$ cat src/rtl/code_pulse_generator.sv
// Phase-coded transmit pulse generator: sends up to 32 BPSK chips, then opens a
// receive window for the remainder of the pulse period, and reports completion four-phase.
module code_pulse_generator (
    input  logic        CLOCK_10M,
    input  logic        RESET_N,
    input  logic        GEN,
    input  logic [31:0] CODE,
    input  logic [15:0] CODE_LEN,
    input  logic [15:0] CODE_DURATION,
    input  logic [15:0] PULSE_LEN,
    input  logic [7:0]  PROBE_MODE,
    output logic        SIGNAL_GEN_OVER,
    output logic        TX_GATE,
    output logic        PHASE_SEL,
    output logic        RX_WIN,
    output logic        GEN_BUSY
);

    typedef enum logic [2:0] {
        S_IDLE  = 3'd0,
        S_SETUP = 3'd1,
        S_CHIP  = 3'd2,
        S_GAP   = 3'd3,
        S_DONE  = 3'd4
    } state_t;

    state_t      state_q, state_d;

    logic [31:0] span_q, span_d;
    logic [31:0] period_q, period_d;
    logic [15:0] dur_q, dur_d;
    logic        tx_en_q, tx_en_d;
    logic        rx_en_q, rx_en_d;
    logic [31:0] chips_q, chips_d;
    logic [31:0] cnt_q, cnt_d;
    logic [15:0] chip_cnt_q, chip_cnt_d;

    logic        over_q, over_d;
    logic        tx_q, tx_d;
    logic        phase_q, phase_d;
    logic        rx_q, rx_d;
    logic        busy_q, busy_d;

    // Request decode, only consumed on the accepting edge
    logic [5:0]  len_clamp;
    logic [5:0]  align_shift;
    logic [31:0] span_in;
    logic [31:0] plen_ext;
    logic [31:0] period_in;
    logic        tx_en_in;
    logic        rx_en_in;

    assign len_clamp   = (CODE_LEN > 16'd32) ? 6'd32 : CODE_LEN[5:0];
    assign align_shift = 6'd32 - len_clamp;
    assign span_in     = {26'd0, len_clamp} * {16'd0, CODE_DURATION};
    assign plen_ext    = {16'd0, PULSE_LEN};
    assign period_in   = (plen_ext > span_in) ? plen_ext : span_in;
    assign tx_en_in    = (PROBE_MODE == 8'd1) || (PROBE_MODE == 8'd2) || (PROBE_MODE == 8'd4);
    assign rx_en_in    = (PROBE_MODE == 8'd1) || (PROBE_MODE == 8'd3) || (PROBE_MODE == 8'd4);

    logic chip_end;
    logic last_chip;
    logic gap_end;

    assign chip_end  = (chip_cnt_q == dur_q);
    assign last_chip = (cnt_q == span_q);
    assign gap_end   = (cnt_q == period_q);

    always_ff @(posedge CLOCK_10M or negedge RESET_N) begin
        if (!RESET_N) begin
            state_q <= S_IDLE;
        end else begin
            state_q <= state_d;
        end
    end

    // The SETUP cycle lets the latched span/period settle before chips start
    always_comb begin
        state_d = state_q;
        case (state_q)
            S_IDLE: begin
                if (GEN) begin
                    state_d = S_SETUP;
                end
            end
            S_SETUP: begin
                if (!GEN) begin
                    state_d = S_IDLE;
                end else if (span_q != 32'd0) begin
                    state_d = S_CHIP;
                end else if (period_q != 32'd0) begin
                    state_d = S_GAP;
                end else begin
                    state_d = S_DONE;
                end
            end
            S_CHIP: begin
                if (!GEN) begin
                    state_d = S_IDLE;
                end else if (last_chip) begin
                    state_d = (period_q > span_q) ? S_GAP : S_DONE;
                end
            end
            S_GAP: begin
                if (!GEN) begin
                    state_d = S_IDLE;
                end else if (gap_end) begin
                    state_d = S_DONE;
                end
            end
            S_DONE: begin
                if (!GEN) begin
                    state_d = S_IDLE;
                end
            end
            default: state_d = S_IDLE;
        endcase
    end

    always_comb begin
        span_d     = span_q;
        period_d   = period_q;
        dur_d      = dur_q;
        tx_en_d    = tx_en_q;
        rx_en_d    = rx_en_q;
        chips_d    = chips_q;
        cnt_d      = 32'd0;
        chip_cnt_d = 16'd0;

        if ((state_q == S_IDLE) && GEN) begin
            span_d   = span_in;
            period_d = period_in;
            dur_d    = CODE_DURATION;
            tx_en_d  = tx_en_in;
            rx_en_d  = rx_en_in;
            // First chip to send lands in bit 31
            chips_d  = CODE << align_shift;
        end

        case (state_d)
            S_CHIP: begin
                if (state_q == S_SETUP) begin
                    cnt_d      = 32'd1;
                    chip_cnt_d = 16'd1;
                end else begin
                    cnt_d      = cnt_q + 32'd1;
                    chip_cnt_d = chip_end ? 16'd1 : chip_cnt_q + 16'd1;
                    if (chip_end) begin
                        chips_d = {chips_q[30:0], 1'b0};
                    end
                end
            end
            S_GAP: begin
                cnt_d = (state_q == S_SETUP) ? 32'd1 : cnt_q + 32'd1;
            end
            default: begin
                cnt_d      = 32'd0;
                chip_cnt_d = 16'd0;
            end
        endcase

        over_d  = (state_d == S_DONE);
        busy_d  = (state_d != S_IDLE);
        tx_d    = (state_d == S_CHIP) && tx_en_q;
        rx_d    = (state_d == S_GAP) && rx_en_q;
        phase_d = 1'b0;
        if (state_d == S_CHIP) begin
            if (state_q == S_SETUP) begin
                phase_d = tx_en_q && chips_q[31];
            end else if (chip_end) begin
                phase_d = tx_en_q && chips_q[30];
            end else begin
                phase_d = phase_q;
            end
        end
    end

    always_ff @(posedge CLOCK_10M or negedge RESET_N) begin
        if (!RESET_N) begin
            span_q     <= 32'd0;
            period_q   <= 32'd0;
            dur_q      <= 16'd0;
            tx_en_q    <= 1'b0;
            rx_en_q    <= 1'b0;
            chips_q    <= 32'd0;
            cnt_q      <= 32'd0;
            chip_cnt_q <= 16'd0;
            over_q     <= 1'b0;
            tx_q       <= 1'b0;
            phase_q    <= 1'b0;
            rx_q       <= 1'b0;
            busy_q     <= 1'b0;
        end else begin
            span_q     <= span_d;
            period_q   <= period_d;
            dur_q      <= dur_d;
            tx_en_q    <= tx_en_d;
            rx_en_q    <= rx_en_d;
            chips_q    <= chips_d;
            cnt_q      <= cnt_d;
            chip_cnt_q <= chip_cnt_d;
            over_q     <= over_d;
            tx_q       <= tx_d;
            phase_q    <= phase_d;
            rx_q       <= rx_d;
            busy_q     <= busy_d;
        end
    end

    assign SIGNAL_GEN_OVER = over_q;
    assign TX_GATE         = tx_q;
    assign PHASE_SEL       = phase_q;
    assign RX_WIN          = rx_q;
    assign GEN_BUSY        = busy_q;

endmodule

$ cat config.mk
export PLATFORM = sky130hd
export DESIGN_NAME = code_pulse_generator
export DESIGN_NICKNAME = d
export VERILOG_FILES = /design/src/rtl/code_pulse_generator.sv
export SDC_FILE = /design/constraint.sdc
export NUM_CORES = 1
export LEC_CHECK = 0
export BUFFER_PORTS_ARGS = -buffer_cell sky130_fd_sc_hd__buf_2
export CORE_ASPECT_RATIO = 1.5
export CORE_UTILIZATION = 50
export CTS_CLUSTER_DIAMETER = 200
export DETAILED_ROUTE_END_ITERATION = 8
export PLACE_DENSITY = 0.68
export REMOVE_ABC_BUFFERS = 1
export SYNTH_ARGS = -nofsm -noshare
export SYNTH_HDL_FRONTEND = slang
export SYNTH_SLANG_ARGS = --single-unit
$ cat constraint.sdc
create_clock -name CLOCK_10M -period 2.8 [get_ports CLOCK_10M]
set_clock_uncertainty 0.05 [all_clocks]
set_input_delay 0.28 -clock CLOCK_10M [delete_from_list [all_inputs] [get_ports CLOCK_10M]]
set_output_delay 0.28 -clock CLOCK_10M [all_outputs]
set_load 0.005 [all_outputs]
==> results of run 1 <==
[cell type report]
class,count,area share [%]
Clock buffer,18,2.33
Clock inverter,12,0.674
Inverter,120,2.45
Multi-Input combinational cell,1104,53.9
Sequential cell,150,20.4
Tap cell,333,2.27
Timing Repair Buffer,409,17.9
[report_power, final]
group / internal (uW) / switching (uW) / leakage, uW
combinational: 2430 / 2620 / 0.00635
clock: 1230 / 971 / 0.000274
sequential: 2830 / 545 / 0.00193
total: 6490 / 4140 / 0.00856
[how the worst max path moves through the flow]
stage / cells after the start / slack (ps) / endpoint / startpoint
2_1_floorplan: 23 / -4910 / period_q[10] / CODE_LEN[15]
3_3_place_gp: 27 / -3600 / period_q[10] / CODE_LEN[15]
3_5_place_dp: 27 / -3720 / period_q[2] / CODE_LEN[15]
4_1_cts: 30 / -2980 / period_q[2] / CODE_LEN[12]
5_1_grt: 30 / -3400 / period_q[8] / CODE_LEN[9]
6_report: 31 / -3100 / period_q[7] / CODE_LEN[14]
[cells in the mapped netlist (5+ instances only)]
master,count,share of area [%]
o21ai_0,54,2.0
buf_2,7,0.26
mux2_2,7,0.59
xor2_1,51,3.4
xnor2_1,71,4.7
nand2b_1,7,0.33
a21o_1,14,0.79
mux2_4,27,3.0
mux2i_1,42,3.2
inv_1,119,3.4
nor4_1,25,1.2
a31oi_1,15,0.71
fa_1,57,8.6
ha_1,71,6.7
a22o_1,9,0.59
nand4_1,41,1.9
mux4_2,25,4.2
and2_1,49,2.3
clkbuf_1,53,1.5
and3_1,58,2.7
buf_6,5,0.42
and4_1,7,0.46
a21oi_1,50,1.9
dfrtp_1,150,28
buf_1,8,0.23
nand3_1,36,1.4
o211ai_1,8,0.45
nand2_1,154,4.3
o31ai_1,11,0.62
o21a_1,8,0.45
nor3_1,17,0.64
a221o_1,7,0.53
nor2_1,106,3.0
[cell families after synthesis]
kind of cell,after synthesis
adder cells (fa/ha/maj),128
multiplexers,101
flip-flops,150
AO/OA/AOI/OAI,233
buffers and inverters,195
AND/OR/NAND/NOR,519
XOR/XNOR,123
[state kept, by name, summed over array words and instances, names as in the netlist]
name / count
span_q: 22
SIGNAL_GEN_OVER: 1
chip_cnt_q: 16
PHASE_SEL: 1
GEN_BUSY: 1
chips_q: 32
dur_q: 16
cnt_q: 32
tx_en_q: 1
TX_GATE: 1
rx_en_q: 1
RX_WIN: 1
period_q: 22
state_q: 3
[worst reg2reg max path, cell delays in order (launching register included)]
cell	delay (ps)
dfrtp_1	390
nor4_2	300
nand3_1	170
or4_4	590
o31ai_4	320
o2111ai_2	170
nor2_4	160
o211ai_4	100
buf_12	160
buf_12	130
buf_12	130
mux2_4	290
[per-layer routing]
metal	GRT usage (%)	up-vias	routed length [microns]	share of wire, %
met1	32.8	6144	15700	37
met3	3.45	155	1300	3.1
met4	18.6	0	2560	6.1
met5	0	-	0	0
met2	54.5	359	22300	53
li1	-	5770	-	-
[through the flow]
stage / total power, uW / hold WS, ps / std cells / instance area (sq um) / setup slack [ps]
CTS: 10300 / 80.5 / 2130 / 17500 / -2980
floorplan: 5980 / -65.6 / 1374 / 13000 / -4910
global placement: 7780 / 231 / 2082 / 16100 / -3600
global route: 11200 / 112 / 2146 / 18400 / -3400
finish: 10600 / 91.9 / 2146 / 18400 / -3100
detailed placement: 7930 / 226 / 2082 / 16100 / -3720
[what timing repair did]
action                     in CTS  in global routing
hold endpoints to repair       55                  0
pin swaps                      86                112
resized for setup             139                170
hold buffers                    2                  0
buffers inserted               14                 25
cloned                          4                  3
setup endpoints to repair     122                122
==> flow_summary.toml, run 1 <==
[setup_path]
reg2reg_depth = 11
cp_slowest_cell = "fa_1"
startpoint_type = "input port"
reg2reg_from = "cnt_q[25]"
required_ps = 3070
cpMostUsedCell = "buf_6"
r2r_end = "chips_q[9]"
critical_path_class = "in -> reg"
crit_buf_inv = 10
critical-path-top-delay-family = "compound AO/OA/AOI/OAI gates"
path_max_fanout = 7
rrSetupSlack_ps = -250
cp.arrival_ps = 6180
crit_path_max_incr_delay_ps = 510
cp-end-kind = "flop"

[die]
boundaryPins = 96
dieArea_sq_mm = 0.0273
dieWidth_microns = 135
die_h_microns = 202
rows = 72
core_area_sq_mm = 0.0259
start_util_pct = 51.2

[layout]
final_util_pct = 70.9
final_cell_mix = "250 x buf_4, 150 x dfrtp_1, 144 x nand2_1, 104 x inv_1, 91 x buf_2"
ff_latch_area_sq_mm = 0.00375
antenna_cells = 0
layout_commonest_cell = "buf_4"
nFillCells = 1946
drive_above_1_share_pct = 37.8
area_growth_pct = 38.3
fin_nets = 2021
multiInputGateArea_sq_mm = 0.00992

[synth]
yosysUniqueCellTypes = 75
synth_seq_cells = 150
yosysWarnings = 0
avgSynthCellArea_sq_um = 9.17
synthCells = 1449
synthFlopType = "dfrtp_1"
synth_simple_gate_area_share_pct = 19.3
synth_edf_count = 0
synth_area_sq_mm = 0.0133
synth_compound_area_share_pct = 12.0
synthMuxAreaShare_pct = 11.0
ys_async_sr_fraction_pct = 100
synth_xor_area_share_pct = 8.16
yosysSeqAreaShare_pct = 28.2
synth_top_family_by_area = "simple AND/OR/NAND/NOR gates"
synth_fa_ha_area_share_pct = 15.3

[global_route]
grt_remaining_overflow = 0
grt_max_degree = 74
grtUsageTotal_pct = 30.0
grt_antenna_before_repair = 0
grt_pass1_wl_microns = 64000
grt_pass1_vias = 12887

[timing]
drv_slew = 0
fin_crit_sh_pct = 211
fin_tns_setup_ps = -91620
rsz0062_at_grt = "true"
setup_viol = 81
hold_viol_final = 0
fin_ws_ps = -3100
fmax_ghz = 0.169
worst_pin_slew_ps = 642
maxSlewHeadroom_pct = 56.8
fin_crit_ps = 5900

[min_path]
min_path_cells = 3
hp-class = "in -> reg"
hold_end = "rx_en_q"
hold_path_startpoint = "PROBE_MODE[6]"

[pwr]
pwr_density_cell_mw_per_mm2 = 578
irDropWorstVdd_mv = 0.697
p_leak_uw = 0.00856

[drt]
drc = 0
wl_per_cell_microns = 19.5
drtIter0Drc = 683
wirelength_microns = 41800
via_per_inst = 5.79
first_pass_iters = 7
vias = 12428
drtAntennaViolNets = 0

[clock_network]
numClockSinks = 150
path_clk_slew_ps = 60
h-tree-depth = 4
cts_tree = "built"
cts_buffer_depth = 2
clk_latency_ps = 440
clockRootBuffer = "clkbuf_16"
cts_buffers = 17

[outcome]
status = "finished with violations"
violations = "setup timing"

[placed_design]
place_congestion = 0.979
dp_hpwl_microns = 30700
port-buffer-count = 95

[run]
maxCapViolations = 0
Power figures use the tool's default switching activity.
==> inputs of run 2 (changes only) <==
Settings changed: ABC_AREA set to 1, CORE_UTILIZATION 50 to 30, PLACE_DENSITY 0.68 to 0.44.
==> run 2 against run 1 <==
Against the previous run: the run still ends with setup timing left; synthesized cell count rose by 44%; routed wire length rose by 15%; core utilization is 31 points lower; global-route usage down 9.4 points; clock-buffer cell count increased by 2; clock power is 7% higher; final cell count is 39% higher; die area grew 76%; via count increased by 15%; non-clock buffer count is 63 lower; worst setup slack gained 760 ps; sequential share of layout area fell by 0.45 points.
==> flow_summary.toml, run 2 <==
[layout]
drive_above_1_share_pct = 25.6
nFillCells = 4982
fin_nets = 2588
area_growth_pct = 33.2
top_regs = "chips_q: 32 flops, cnt_q: 32 flops"
design_area_sq_mm = 0.0188
final_cells = 2976
final_cell_mix = "506 x nand2_1, 291 x inv_1, 202 x buf_4, 190 x nor2_1, 182 x nand3_1"
antenna_cells = 0
layout_commonest_cell = "nand2_1"

[synth]
yosysUniqueCellTypes = 51
yosysMostFrequentCell = "nand2_1"
yosysSeqAreaShare_pct = 26.6
yosysWarnings = 0
synth_simple_gate_area_share_pct = 36.1
synthFlopType = "dfrtp_1"
avgSynthCellArea_sq_um = 6.78
synth_compound_area_share_pct = 7.22
synth_fa_ha_area_share_pct = 14.4
synthCells = 2082
synth_edf_count = 0
synth_top_family_by_area = "simple AND/OR/NAND/NOR gates"
synth.top_cells.by_count = "551 x nand2_1, 306 x inv_1, 237 x nor2_1, 198 x nand3_1, 150 x dfrtp_1"
yosys.area.top_type_share_pct = 26.6
synth_xor_area_share_pct = 4.64
synth_area_sq_mm = 0.0141
yosysTopAreaCell = "dfrtp_1"
synth_area_leaders = "dfrtp_1 27%, nand2_1 15%, inv_1 8.1%, fa_1 8.1%, nand3_1 7.0%"
ys_async_sr_fraction_pct = 100
synth_seq_cells = 150
synthMuxAreaShare_pct = 0

[timing]
maxSlewHeadroom_pct = 60.2
fin_ws_ps = -2340
worst_pin_slew_ps = 591
drv_slew = 0
hold_viol_final = 0
setup_viol = 40
fmax_ghz = 0.195
fin_crit_sh_pct = 184
rsz0062_at_grt = "true"
fin_crit_ps = 5140

[drt]
drc = 0
drtIter0Drc = 745
drtAntennaViolNets = 0
via_per_inst = 4.80
wl_per_cell_microns = 16.1
wirelength_microns = 47900
vias = 14276
first_pass_iters = 5

[global_route]
grt_pass1_vias = 14504
grt_remaining_overflow = 0
grt_antenna_before_repair = 0
grt_max_degree = 103
grt_pass1_wl_microns = 76700
grtUsageTotal_pct = 20.7

[setup_path]
cp.arrival_ps = 5470
r2r_end = "chips_q[14]"
crit_path_max_incr_delay_ps = 540
critical_path_class = "in -> reg"
path_max_fanout = 6
cp-startpoint = "CODE_LEN[14]"
reg2reg_depth = 18
cpMostUsedCell = "nand2_2"
required_ps = 3130
reg2reg_from = "span_q[15]"
crit_end = "period_q[8]"
cp-end-kind = "flop"
startpoint_type = "input port"
cp_slowest_cell = "fa_1"
rrSetupSlack_ps = 150

[clock_network]
path_clk_slew_ps = 70
cts_buffer_depth = 2
cts_tree = "built"
cts_buffers = 17
clockRootBuffer = "clkbuf_16"
numClockSinks = 150
h-tree-depth = 4
clk_latency_ps = 440

[pwr]
irDropWorstVdd_mv = 0.374
p_leak_uw = 0.00955
pwr_density_cell_mw_per_mm2 = 552

[die]
core_area_sq_mm = 0.0466
start_util_pct = 30.3
rows = 97
boundaryPins = 96
dieWidth_microns = 179
dieArea_sq_mm = 0.0479
die_h_microns = 268

[min_path]
hp-class = "in -> reg"

[placed_design]
dp_cells = 2915
placed_area_sq_mm = 0.0168
dp_hpwl_microns = 38200
place_congestion = 0.946
port-buffer-count = 95

[outcome]
violations = "setup timing"
status = "finished with violations"

[run]
maxCapViolations = 0
-- run 2: cell count changes after synthesis, moves of 42 or more --
cell	previous run	this run
nand2_1	154	551
inv_1	119	306
nand3_1	36	198
nor2_1	106	237
and3_1	58	0
and2_1	49	3
nand4_1	41	84
mux2i_1	42	0
-- run 2: worst max-delay path, delay by kind of cell --
kind / cells / cell delay (ps)
AND/OR/NAND/NOR: 21 / 1880
adder cells (fa/ha/maj): 5 / 2160
XOR/XNOR: 1 / 150
AO/OA/AOI/OAI: 1 / 50
buffers and inverters: 9 / 940
-- run 2: area by class of cell --
| class | count | area (sq um) | area share [%] |
|---|---|---|---|
| clock buffers | 20 | 447 | 2.38 |
| clock inverters | 12 | 141 | 0.752 |
| multi-input cells | 1537 | 9780 | 52.0 |
| well taps | 594 | 743 | 3.95 |
| flip-flops and latches | 150 | 3750 | 20.0 |
| inverters | 317 | 1190 | 6.34 |
| repair buffers | 346 | 2740 | 14.6 |
-- run 2: what timing repair did --
action	4_1_cts	5_1_grt
buffers inserted	19	10
pin swaps	51	65
gates cloned	2	3
hold buffers	1	0
endpoints found under the hold margin	45	0
gates resized for setup	194	85
endpoints found under the setup margin	80	98
-- run 2: layer usage --
metal  routed length [microns]  track usage, %  part of all wire, %  vias up
li1                          -               -                    -     7205
met1                     19300            23.1                   40     6771
met2                     26100            39.5                   54      223
met3                       789            1.70                  1.6       77
met4                      1740            8.11                  3.6        0
met5                         0               0                    0        -
-- run 2: worst min path at each step --
stage             startpoint    endpoint  slack (ps)  cells past startpoint
2_1_floorplan        RESET_N    GEN_BUSY         -70                      0
3_3_place_gp         RESET_N   span_q[6]         220                      1
3_5_place_dp         RESET_N  span_q[11]         220                      1
4_1_cts        PROBE_MODE[0]     rx_en_q          90                      3
5_1_grt        PROBE_MODE[2]     tx_en_q         140                      4
6_report       PROBE_MODE[0]     rx_en_q         120                      3
-- run 2: cells by family after synthesis --
family,count (synthesis)
buf+inv,395
compound gates,179
xor+xnor,73
fa+ha+maj,128
simple gates,1157
flops,150
-- run 2: metrics by stage --
step	hold slack, ps	setup TNS, ps	total power [uW]	setup WS (ps)	utilization [%]
2_1_floorplan	-65.6	-220260	5840	-3590	-
3_3_place_gp	220	-103810	7660	-2960	36.0
3_5_place_dp	224	-106800	7700	-3080	36.0
4_1_cts	92.5	-65300	10200	-2290	39.3
5_1_grt	135	-75710	11200	-2660	40.3
6_report	121	-65850	10400	-2340	40.3
-- run 2: where the power goes --
part | total [uW] | internal (uW) | switching (uW)
registers | 3220 | 2790 | 431
clock network | 2360 | 1350 | 1010
logic | 4800 | 1930 | 2870
total | 10400 | 6070 | 4310
==> inputs of run 3 (changes only) <==
==> constraint.sdc (replaced) <==
create_clock -name CLOCK_10M -period 2.8 [get_ports CLOCK_10M]
set_clock_uncertainty 0.05 [all_clocks]
set_input_delay 0.14 -clock CLOCK_10M [delete_from_list [all_inputs] [get_ports CLOCK_10M]]
set_output_delay 0.14 -clock CLOCK_10M [all_outputs]
set_load 0.005 [all_outputs]
==> run 3 against run 2 <==
Against the previous run: the flow still finishes with violations (setup timing); final area up 0.93%; first-iteration DRC count down 13%; sequential power about the same; core utilization up 0.37 points; worst setup slack better by 160 ps; critical endpoint is now period_q[3]; highest routed layer unchanged.
==> flow_summary.toml, run 3 (synthesized netlist as in run 2, its figures left out) <==
[drt]
drc = 0
drtIter0Drc = 648
vias = 14258
wirelength_microns = 47300
first_pass_iters = 4
drtAntennaViolNets = 0
wl_per_cell_microns = 15.9
via_per_inst = 4.78

[timing]
setup_viol = 40
fin_crit_sh_pct = 178
fmax_ghz = 0.201
drv_slew = 0
maxSlewHeadroom_pct = 51.3
fin_crit_ps = 4980
worst_pin_slew_ps = 730
fin_ws_ps = -2180
fin_tns_setup_ps = -61270
rsz0062_at_grt = "true"
hold_viol_final = 0

[die]
core_area_sq_mm = 0.0466
boundaryPins = 96
start_util_pct = 30.3
rows = 97
dieWidth_microns = 179
dieArea_sq_mm = 0.0479
die_h_microns = 268

[outcome]
status = "finished with violations"
violations = "setup timing"

[global_route]
grt_remaining_overflow = 0
grt_pass1_vias = 14381
grt_antenna_before_repair = 0
grt_pass1_wl_microns = 75300
grtUsageTotal_pct = 20.2
grt_max_degree = 103

[layout]
final_util_pct = 40.7
nFillCells = 4986
final_cell_mix = "501 x nand2_1, 290 x inv_1, 195 x buf_4, 187 x nor2_1, 184 x nand3_1"
layout_commonest_cell = "nand2_1"
fin_nets = 2593
design_area_sq_mm = 0.0190
area_growth_pct = 34.5
antenna_cells = 0
top_regs = "chips_q: 32 flops, cnt_q: 32 flops"
final_cells = 2981
drive_above_1_share_pct = 26.1

[placed_design]
place_congestion = 0.876
dp_cells = 2911
placed_area_sq_mm = 0.0167
dp_hpwl_microns = 37700
port-buffer-count = 95

[setup_path]
required_ps = 3140
startpoint_type = "input port"
critical_path_class = "in -> reg"
crit_path_max_incr_delay_ps = 510
cpMostUsedCell = "nand2_1"
cp_slowest_cell = "fa_1"
path_max_fanout = 6
cp-end-kind = "flop"
cp.arrival_ps = 5320

[clock_network]
cts_buffer_depth = 2
cts_tree = "built"
numClockSinks = 150
h-tree-depth = 4
clk_latency_ps = 450
cts_buffers = 17
path_clk_slew_ps = 70
clockRootBuffer = "clkbuf_16"

[pwr]
pwr_density_cell_mw_per_mm2 = 550
combPwrFrac_pct = 45.4
p_leak_uw = 0.00960
power_switching_uw = 4360
irDropWorstVdd_mv = 0.357
clock_power_share_pct = 23.6
sw_frac_of_total_pct = 41.8
p_seq_share_pct = 31.0
power.internal_uw = 6070

[min_path]
hp-class = "in -> reg"

[run]
maxCapViolations = 0
[run 3: power groups by stage]
stage                     combinational, uW  sequential (uW)  clock [uW]
after floorplan                        2680             3160           0
after global placement                 4340             3260           0
after detailed placement               4380             3260           0
after CTS                              4470             3230        2510
after global routing                   5340             3300        2600
final                                  4740             3230        2460
[run 3: layout make-up]
type                            count  area (sq um)  area share, %
Clock buffer                       19           453           2.39
Clock inverter                     13           159          0.838
Inverter                          317          1190           6.30
Multi-Input combinational cell   1537          9870           52.0
Sequential cell                   150          3750           19.8
Tap cell                          594           743           3.92
Timing Repair Buffer              351          2800           14.8
[run 3: what timing repair did]
| item | 4_1_cts | 5_1_grt |
|---|---|---|
| endpoints found under the hold margin | 69 | 0 |
| endpoints found under the setup margin | 45 | 92 |
| cloned | 1 | 2 |
| pin swaps | 40 | 99 |
| setup buffers | 14 | 27 |
| hold buffers | 4 | 0 |
| gates resized for setup | 144 | 166 |
[run 3: path summary, 6_finish.rpt]
check / start / endpoint / slack, ps / cells after the start
min in group asynchronous: RESET_N / span_q[6] / 220 / 2
min: PULSE_LEN[6] / period_q[6] / 20 / 5
max reg2reg: span_q[12] / chips_q[1] / 180 / 20
min reg2reg: span_q[5] / span_q[5] / 430 / 2
max in group asynchronous: RESET_N / chip_cnt_q[3] / 1660 / 3
max: CODE_LEN[9] / period_q[3] / -2180 / 39
[run 3: routing by layer]
metal	track usage, %	up-vias	wire (microns)	share of wire (%)
met4	6.87	0	1390	2.9
met5	0	-	0	0
met1	22.9	6793	19200	41
li1	-	7210	-	-
met2	38.5	197	25900	55
met3	1.93	58	831	1.8
[run 3: through the flow]
stage / power (uW) / worst slack (ps) / hold WS [ps]
floorplan: 5840 / -3450 / -206
global placement: 7600 / -2870 / 176
detailed placement: 7640 / -2980 / 156
CTS: 10200 / -2140 / 0.974
global route: 11200 / -2510 / 34.7
finish: 10400 / -2180 / 16.2
[run 3: critical path: cells and delay by family]
kind                       cells  cell delay [ps]
xor gates and xnor gates       1               80
adders and majority gates      5             1980
buffers and inverters          8              770
and+or+nand+nor               25             2340
